## config.mk

```make
export PLATFORM = sky130hd
export DESIGN_NAME = e203_ifu_bht_bpu
export DESIGN_NICKNAME = d
export VERILOG_FILES = /design/src/rtl/e203_ifu_bht_bpu.sv
export SDC_FILE = /design/constraint.sdc
export NUM_CORES = 1
export LEC_CHECK = 0
export CELL_PAD_IN_SITES_DETAIL_PLACEMENT = 1
export CELL_PAD_IN_SITES_GLOBAL_PLACEMENT = 1
export CORE_ASPECT_RATIO = 0.7
export CORE_MARGIN = 1.5
export CORE_UTILIZATION = 39
export CTS_CLUSTER_SIZE = 16
export DETAILED_ROUTE_END_ITERATION = 7
export GPL_TIMING_DRIVEN = 0
export HOLD_SLACK_MARGIN = 0.05
export PLACE_DENSITY_LB_ADDON = 0.2
export SLEW_MARGIN = 15
export SYNTH_ARGS = -nofsm -noshare
export SYNTH_HDL_FRONTEND = slang
export SYNTH_SLANG_ARGS = --single-unit
```

## constraint.sdc

```tcl
create_clock -name clk -period 9.5 [get_ports clk]
set_input_delay 0.95 -clock clk [delete_from_list [all_inputs] [get_ports clk]]
set_output_delay 0.95 -clock clk [all_outputs]
set_load 0.02 [all_outputs]
```

## src/rtl/e203_ifu_bht_bpu.sv

```systemverilog
// IFU branch predictor: 2-bit saturating-counter BHT for conditional branches, JAL/JALR operand
// generation with x1/xn dependency stall. Optional return-address stack under E203_BPU_RAS_EN.
`ifndef E203_PC_SIZE
`define E203_PC_SIZE 32
`endif
`ifndef E203_XLEN
`define E203_XLEN 32
`endif
`ifndef E203_RFIDX_WIDTH
`define E203_RFIDX_WIDTH 5
`endif

module e203_ifu_bht_bpu #(
    parameter int BHT_DEPTH = 64,
    parameter int RAS_DEPTH = 4
) (
    input  logic                         clk,
    input  logic                         rst_n,
    input  logic [`E203_PC_SIZE-1:0]     pc,
    input  logic                         dec_i_valid,
    input  logic                         dec_i_hsked,
    input  logic                         dec_jal,
    input  logic                         dec_jalr,
    input  logic                         dec_bxx,
    input  logic                         dec_rv32,
    input  logic [`E203_XLEN-1:0]        dec_bjp_imm,
    input  logic [`E203_RFIDX_WIDTH-1:0] dec_jalr_rs1idx,
    input  logic [`E203_RFIDX_WIDTH-1:0] dec_rdidx,
    input  logic                         oitf_empty,
    input  logic                         ir_empty,
    input  logic                         ir_rs1en,
    input  logic                         ir_valid_clr,
    input  logic                         jalr_rs1idx_cam_irrdidx,
    input  logic [`E203_XLEN-1:0]        rf2bpu_x1,
    input  logic [`E203_XLEN-1:0]        rf2bpu_rs1,
    input  logic                         upd_valid,
    input  logic [`E203_PC_SIZE-1:0]     upd_pc,
    input  logic                         upd_taken,
    input  logic                         ras_flush,
    output logic                         bpu_wait,
    output logic                         prdt_taken,
    output logic [`E203_PC_SIZE-1:0]     prdt_pc_add_op1,
    output logic [`E203_PC_SIZE-1:0]     prdt_pc_add_op2,
    output logic                         bpu2rf_rs1_ena
);
    localparam int IW = $clog2(BHT_DEPTH);
    localparam int PW = `E203_PC_SIZE;

    logic [IW-1:0] rd_idx, upd_idx;
    logic [1:0]    bht_r [BHT_DEPTH];

    assign rd_idx  = pc[IW+1:2];
    assign upd_idx = upd_pc[IW+1:2];

    always_ff @(posedge clk or negedge rst_n) begin
        if (!rst_n) begin
            for (int i = 0; i < BHT_DEPTH; i++) bht_r[i] <= 2'b01;
        end else if (upd_valid) begin
            if (upd_taken && bht_r[upd_idx] != 2'b11)
                bht_r[upd_idx] <= bht_r[upd_idx] + 2'b01;
            else if (!upd_taken && bht_r[upd_idx] != 2'b00)
                bht_r[upd_idx] <= bht_r[upd_idx] - 2'b01;
        end
    end

    assign prdt_taken = dec_jal | dec_jalr | (dec_bxx & bht_r[rd_idx][1]);

    logic rs1_x0, rs1_x1, rs1_xn;
    assign rs1_x0 = (dec_jalr_rs1idx == `E203_RFIDX_WIDTH'(0));
    assign rs1_x1 = (dec_jalr_rs1idx == `E203_RFIDX_WIDTH'(1));
    assign rs1_xn = ~rs1_x0 & ~rs1_x1;

    logic          ras_ret;
    logic [PW-1:0] ras_top;

`ifdef E203_BPU_RAS_EN
    localparam int PTRW = $clog2(RAS_DEPTH);

    logic [PW-1:0]   ras_mem [RAS_DEPTH];
    logic [PTRW-1:0] ras_ptr, ras_top_ptr;
    logic [PTRW:0]   ras_cnt;
    logic            ras_nempty, rd_x0, rd_x1, ras_push, ras_pop;
    logic [PW-1:0]   ret_addr;

    // ras_ptr is the next free slot; the top sits one below it (circular)
    assign ras_top_ptr = ras_ptr - PTRW'(1);
    assign ras_top     = ras_mem[ras_top_ptr];
    assign ras_nempty  = (ras_cnt != '0);
    assign rd_x0       = (dec_rdidx == `E203_RFIDX_WIDTH'(0));
    assign rd_x1       = (dec_rdidx == `E203_RFIDX_WIDTH'(1));
    assign ras_ret     = dec_jalr & rs1_x1 & rd_x0 & ras_nempty;
    assign ras_push    = dec_i_hsked & (dec_jal | dec_jalr) & rd_x1;
    assign ras_pop     = dec_i_hsked & dec_jalr & rs1_x1 & (rd_x0 | rd_x1) & ras_nempty;
    assign ret_addr    = pc + (dec_rv32 ? PW'(4) : PW'(2));

    always_ff @(posedge clk or negedge rst_n) begin
        if (!rst_n) begin
            ras_ptr <= '0;
            ras_cnt <= '0;
        end else if (ras_flush) begin
            ras_cnt <= '0;
        end else if (ras_push && !ras_pop) begin
            ras_ptr <= ras_ptr + PTRW'(1);
            if (ras_cnt != (PTRW+1)'(RAS_DEPTH)) ras_cnt <= ras_cnt + (PTRW+1)'(1);
        end else if (ras_pop && !ras_push) begin
            ras_ptr <= ras_top_ptr;
            ras_cnt <= ras_cnt - (PTRW+1)'(1);
        end
    end

    // Pop-then-push replaces the top in place
    always_ff @(posedge clk) begin
        if (!ras_flush && ras_push)
            ras_mem[ras_pop ? ras_top_ptr : ras_ptr] <= ret_addr;
    end
`else
    logic unused_ras;
    assign ras_ret    = 1'b0;
    assign ras_top    = '0;
    assign unused_ras = ^{dec_rdidx, dec_i_hsked, dec_rv32, ras_flush, 32'(RAS_DEPTH)};
`endif

    logic unused_upd;
    assign unused_upd = ^upd_pc;

    logic x1_wait, xn_dep, xn_release, rdrf_set, rdrf_r;
    assign x1_wait    = dec_i_valid & dec_jalr & rs1_x1 & ~ras_ret
                      & (~oitf_empty | jalr_rs1idx_cam_irrdidx);
    assign xn_dep     = dec_i_valid & dec_jalr & rs1_xn & (~oitf_empty | ~ir_empty);
    assign xn_release = xn_dep & oitf_empty & ~ir_empty & (ir_valid_clr | ~ir_rs1en);
    assign rdrf_set   = ~rdrf_r & dec_i_valid & dec_jalr & rs1_xn & (~xn_dep | xn_release);

    // HELD lasts exactly one cycle, so the next state is simply the set term
    always_ff @(posedge clk or negedge rst_n) begin
        if (!rst_n) rdrf_r <= 1'b0;
        else        rdrf_r <= rdrf_set;
    end

    assign bpu2rf_rs1_ena = rdrf_set;
    assign bpu_wait       = x1_wait | xn_dep | rdrf_set;

    always_comb begin
        prdt_pc_add_op1 = rf2bpu_rs1[PW-1:0];
        prdt_pc_add_op2 = dec_bjp_imm[PW-1:0];
        if (dec_bxx | dec_jal) begin
            prdt_pc_add_op1 = pc;
        end else if (ras_ret) begin
            prdt_pc_add_op1 = ras_top;
            prdt_pc_add_op2 = '0;
        end else if (rs1_x0) begin
            prdt_pc_add_op1 = '0;
        end else if (rs1_x1) begin
            prdt_pc_add_op1 = rf2bpu_x1[PW-1:0];
        end
    end
endmodule

```

==> impl_results.md <==
- Filler cells: 2177
- Clk_lat worst skew: 0.44 ns
- Rel. slew slack: between 30% and 40%
- Worst reg2reg path depth: 14
- Hold WC Path Type: input port to async pin
- Vias in the first global route: slightly above 7000
- Critical Path Max Stage Delay: 0.70 ns
- Area growth syn-to-layout: 34.5%
- DIE AREA: around 22000 µm²
- Maxcap violations: 0
- Minimum clock period: 5.72 ns
- Tcrit/Tclk final: ~60%
- Total Wirelength: 29800 µm
- CP max stage cell: a21oi_1
- Routed WL per cell: 24.3 µm
- Initial antenna violation count: 0
- Starting density of the core: 40.2%
- Htree depth: 4
- Post-place setup slack: 3.51 ns
- Post-CTS Setup Inserts: 0
- Synthesized instance count: 742
- Post-CTS Hold Fix Bufs: 0
- Setup TNS: 0 ns
- Root Buffer: clkbuf_16
- Post-synth EDFFs: 0
- Peak Freq: 175 MHz
- Max-slew violations: 0
- Commonest cells after routing, fill and taps aside: clkdlybuf4s50_1, mux2_2, nor2_1
- Critical-path cell list: clkdlybuf4s50_1, buf_6, buf_8, nor2_1, nand2_1, o22a_1, a21oi_1, or2_1, nor4_1, ha_1, nor2b_1, o21ai_0, nor2_1, nand2_1, nor2_1, mux2_2
- Critical path class: input port to register
- First-pass GRT wire length: 44800 µm
- Register area share after synthesis: about 40%
- Reg clk slew, reported paths: 0.06 ns
- Reg2Reg Setup Slack: 5.00 ns
- Final setup viols: 0
- Unrepaired setup endpoints after global routing: no
- Crit path top cell by count: nor2_1
- TritonCTS clock tree: built
- Power per Cell Area: about 160 nW/µm²
- GRT Util Overall: 28.4%
- Die H: between 100 and 150 µm
- Mean Syn Cell Area: 10.9 µm²
- CP top delay family: simple AND/OR/NAND/NOR gates
- Clock tree buffer depth: 2
- DRC viols: 0
- Reg area: about 3300 µm²
- Reg2reg end: bht_r[115]$_DFFE_PN0P_
- Buf+Inv Stages, Crit Path: 3
- Core ar.: 20100 µm²
- Clock Skews: 0.0140 ns
- Worst path required time: 9.82 ns
- Area taken by multi-input logic gates: 4250 µm²
- Port bufs: 182
- Main synth FF type: dfrtp_1
- Gpl congestion: 0.919
- Vias per cell: 5.76
- Mapped Area: approximately 8100 µm²
- Fraction of layout cells with a size suffix above 1: 33.5%
- Least-Margin Pin Slew: 1.01 ns
- Total CTS buffers: 17
- VDD IR max: 0.000109 V
- Most common cell after layout, fill and taps aside: clkdlybuf4s50_1
- DPL Wire Length: between 20000 and 25000 µm
- Clk sinks: 129
- Post-cts sizing count: 0
- Number of DRC markers in iteration 0: 508
- Startpoint Class: input port
- Drt first pass iters: 7
- Final hold vios: 0
- Largest net degree at the start of global routing: 86
- NumNets Final: 1132
- DRT antenna net count: 0
- #FFs+latches synth: 129
- Num rows: 43
- Synth Net Count: 930
- Leakage power: 0.00460 µW
- Global route overflow: 0
- Crit-path max FO: 10
- Ys async rst share: 100%
- Final setup margin: 3.78 ns
- Vias: 7071
- Die W: 175 µm
- Worst endpoint data arrival time: 6.04 ns
- Status: finished, final reports clean
- Syn. warnings: 0
- Netlist cell types: 59
- Critical Path Sink Type: register
- Io pins: 253
cell type report:
class                   count  share of cell area [%]
multi-input cells         524                    39.2
well taps                 270                    3.11
diodes                      1                  0.0230
repair buffers            183                    17.0
plain buffers              86                    4.69
flip-flops and latches    129                    30.5
inverters                   3                   0.104
clock inverters            13                    1.39
clock buffers              18                    4.04
cell usage after synthesis, types with 3 or more instances:
master	n	area (µm²)
nand4_1	4	25.0
clkbuf_1	31	116
o22a_1	3	26.3
o211ai_1	4	30.0
mux4_1	5	131
buf_2	13	65.1
nor2b_1	7	43.8
a31oi_1	4	25.0
a21oi_1	42	210
a211oi_1	4	30.0
nand3_1	5	25.0
or2_2	3	18.8
nand2b_1	5	31.3
dfrtp_1	65	1630
and3_1	32	200
nand4b_1	3	26.3
o22ai_1	4	25.0
o21ai_0	41	205
mux4_2	26	586
inv_1	3	11.3
nor3_1	3	15.0
mux2i_1	21	210
nor2_1	72	270
mux2_2	136	1530
dfstp_2	64	1680
buf_4	35	263
nand3b_1	4	30.0
nand2_1	58	218
how the worst max path moves through the flow:
stage | from | endpoint | slack (ns) | cells past startpoint
6_report | upd_pc[3] | bht_r[115]$_DFFE_PN0P_ | 3.78 | 16
5_1_grt | upd_pc[2] | bht_r[125]$_DFFE_PN0P_ | 3.55 | 16
4_1_cts | upd_pc[2] | bht_r[115]$_DFFE_PN0P_ | 3.91 | 16
3_5_place_dp | upd_pc[2] | bht_r[125]$_DFFE_PN0P_ | 3.51 | 16
3_3_place_gp | rst_n | bht_r[121]$_DFFE_PN0P_ | 2.34 | 1
2_1_floorplan | upd_pc[3] | bht_r[75]$_DFFE_PN0P_ | 5.28 | 15
report_power, final:
group / leakage (µW) / total [µW] / switching [µW] / internal (µW)
combinational: 0.00278 / 405 / 200 / 205
sequential: 0.00154 / 667 / 46.0 / 621
clock: 0.000282 / 669 / 272 / 397
total: 0.00460 / 1740 / 518 / 1220
per-stage QoR:
step                utilization (%)  total power [µW]  std cells  hold WS, ns  instance area, µm²
finish                         54.1              1740       1227        0.429               10900
floorplan                         -               881        742        0.488                8080
global placement               51.0              1060       1194        0.507               10200
detailed placement             51.2              1070       1195        0.512               10300
global route                   54.1              1810       1226        0.454               10900
CTS                            54.1              1750       1226        0.449               10900
cell families (layout without fill, tap and decap cells):
logic type / Yosys count / count (layout) / share of synthesized area (%)
other: 0 / 1 / 0
adders and majority gates: 2 / 2 / 0.310
buffers and inverters: 89 / 303 / 6.45
muxes: 188 / 188 / 30.4
xor gates and xnor gates: 1 / 1 / 0.108
AOI/OAI and AO/OA: 123 / 123 / 9.30
and+or+nand+nor: 210 / 210 / 12.4
DFF: 129 / 129 / 41.0
layer usage:
| metal | routed length, µm | GRT usage (%) | vias up |
|---|---|---|---|
| li1 | - | - | 3102 |
| met1 | 13900 | 41.0 | 3679 |
| met2 | 13500 | 43.4 | 259 |
| met3 | 2000 | 6.33 | 31 |
| met4 | 364 | 7.00 | 0 |
| met5 | 0 | 0 | - |
(Power assumes the default switching activity.)
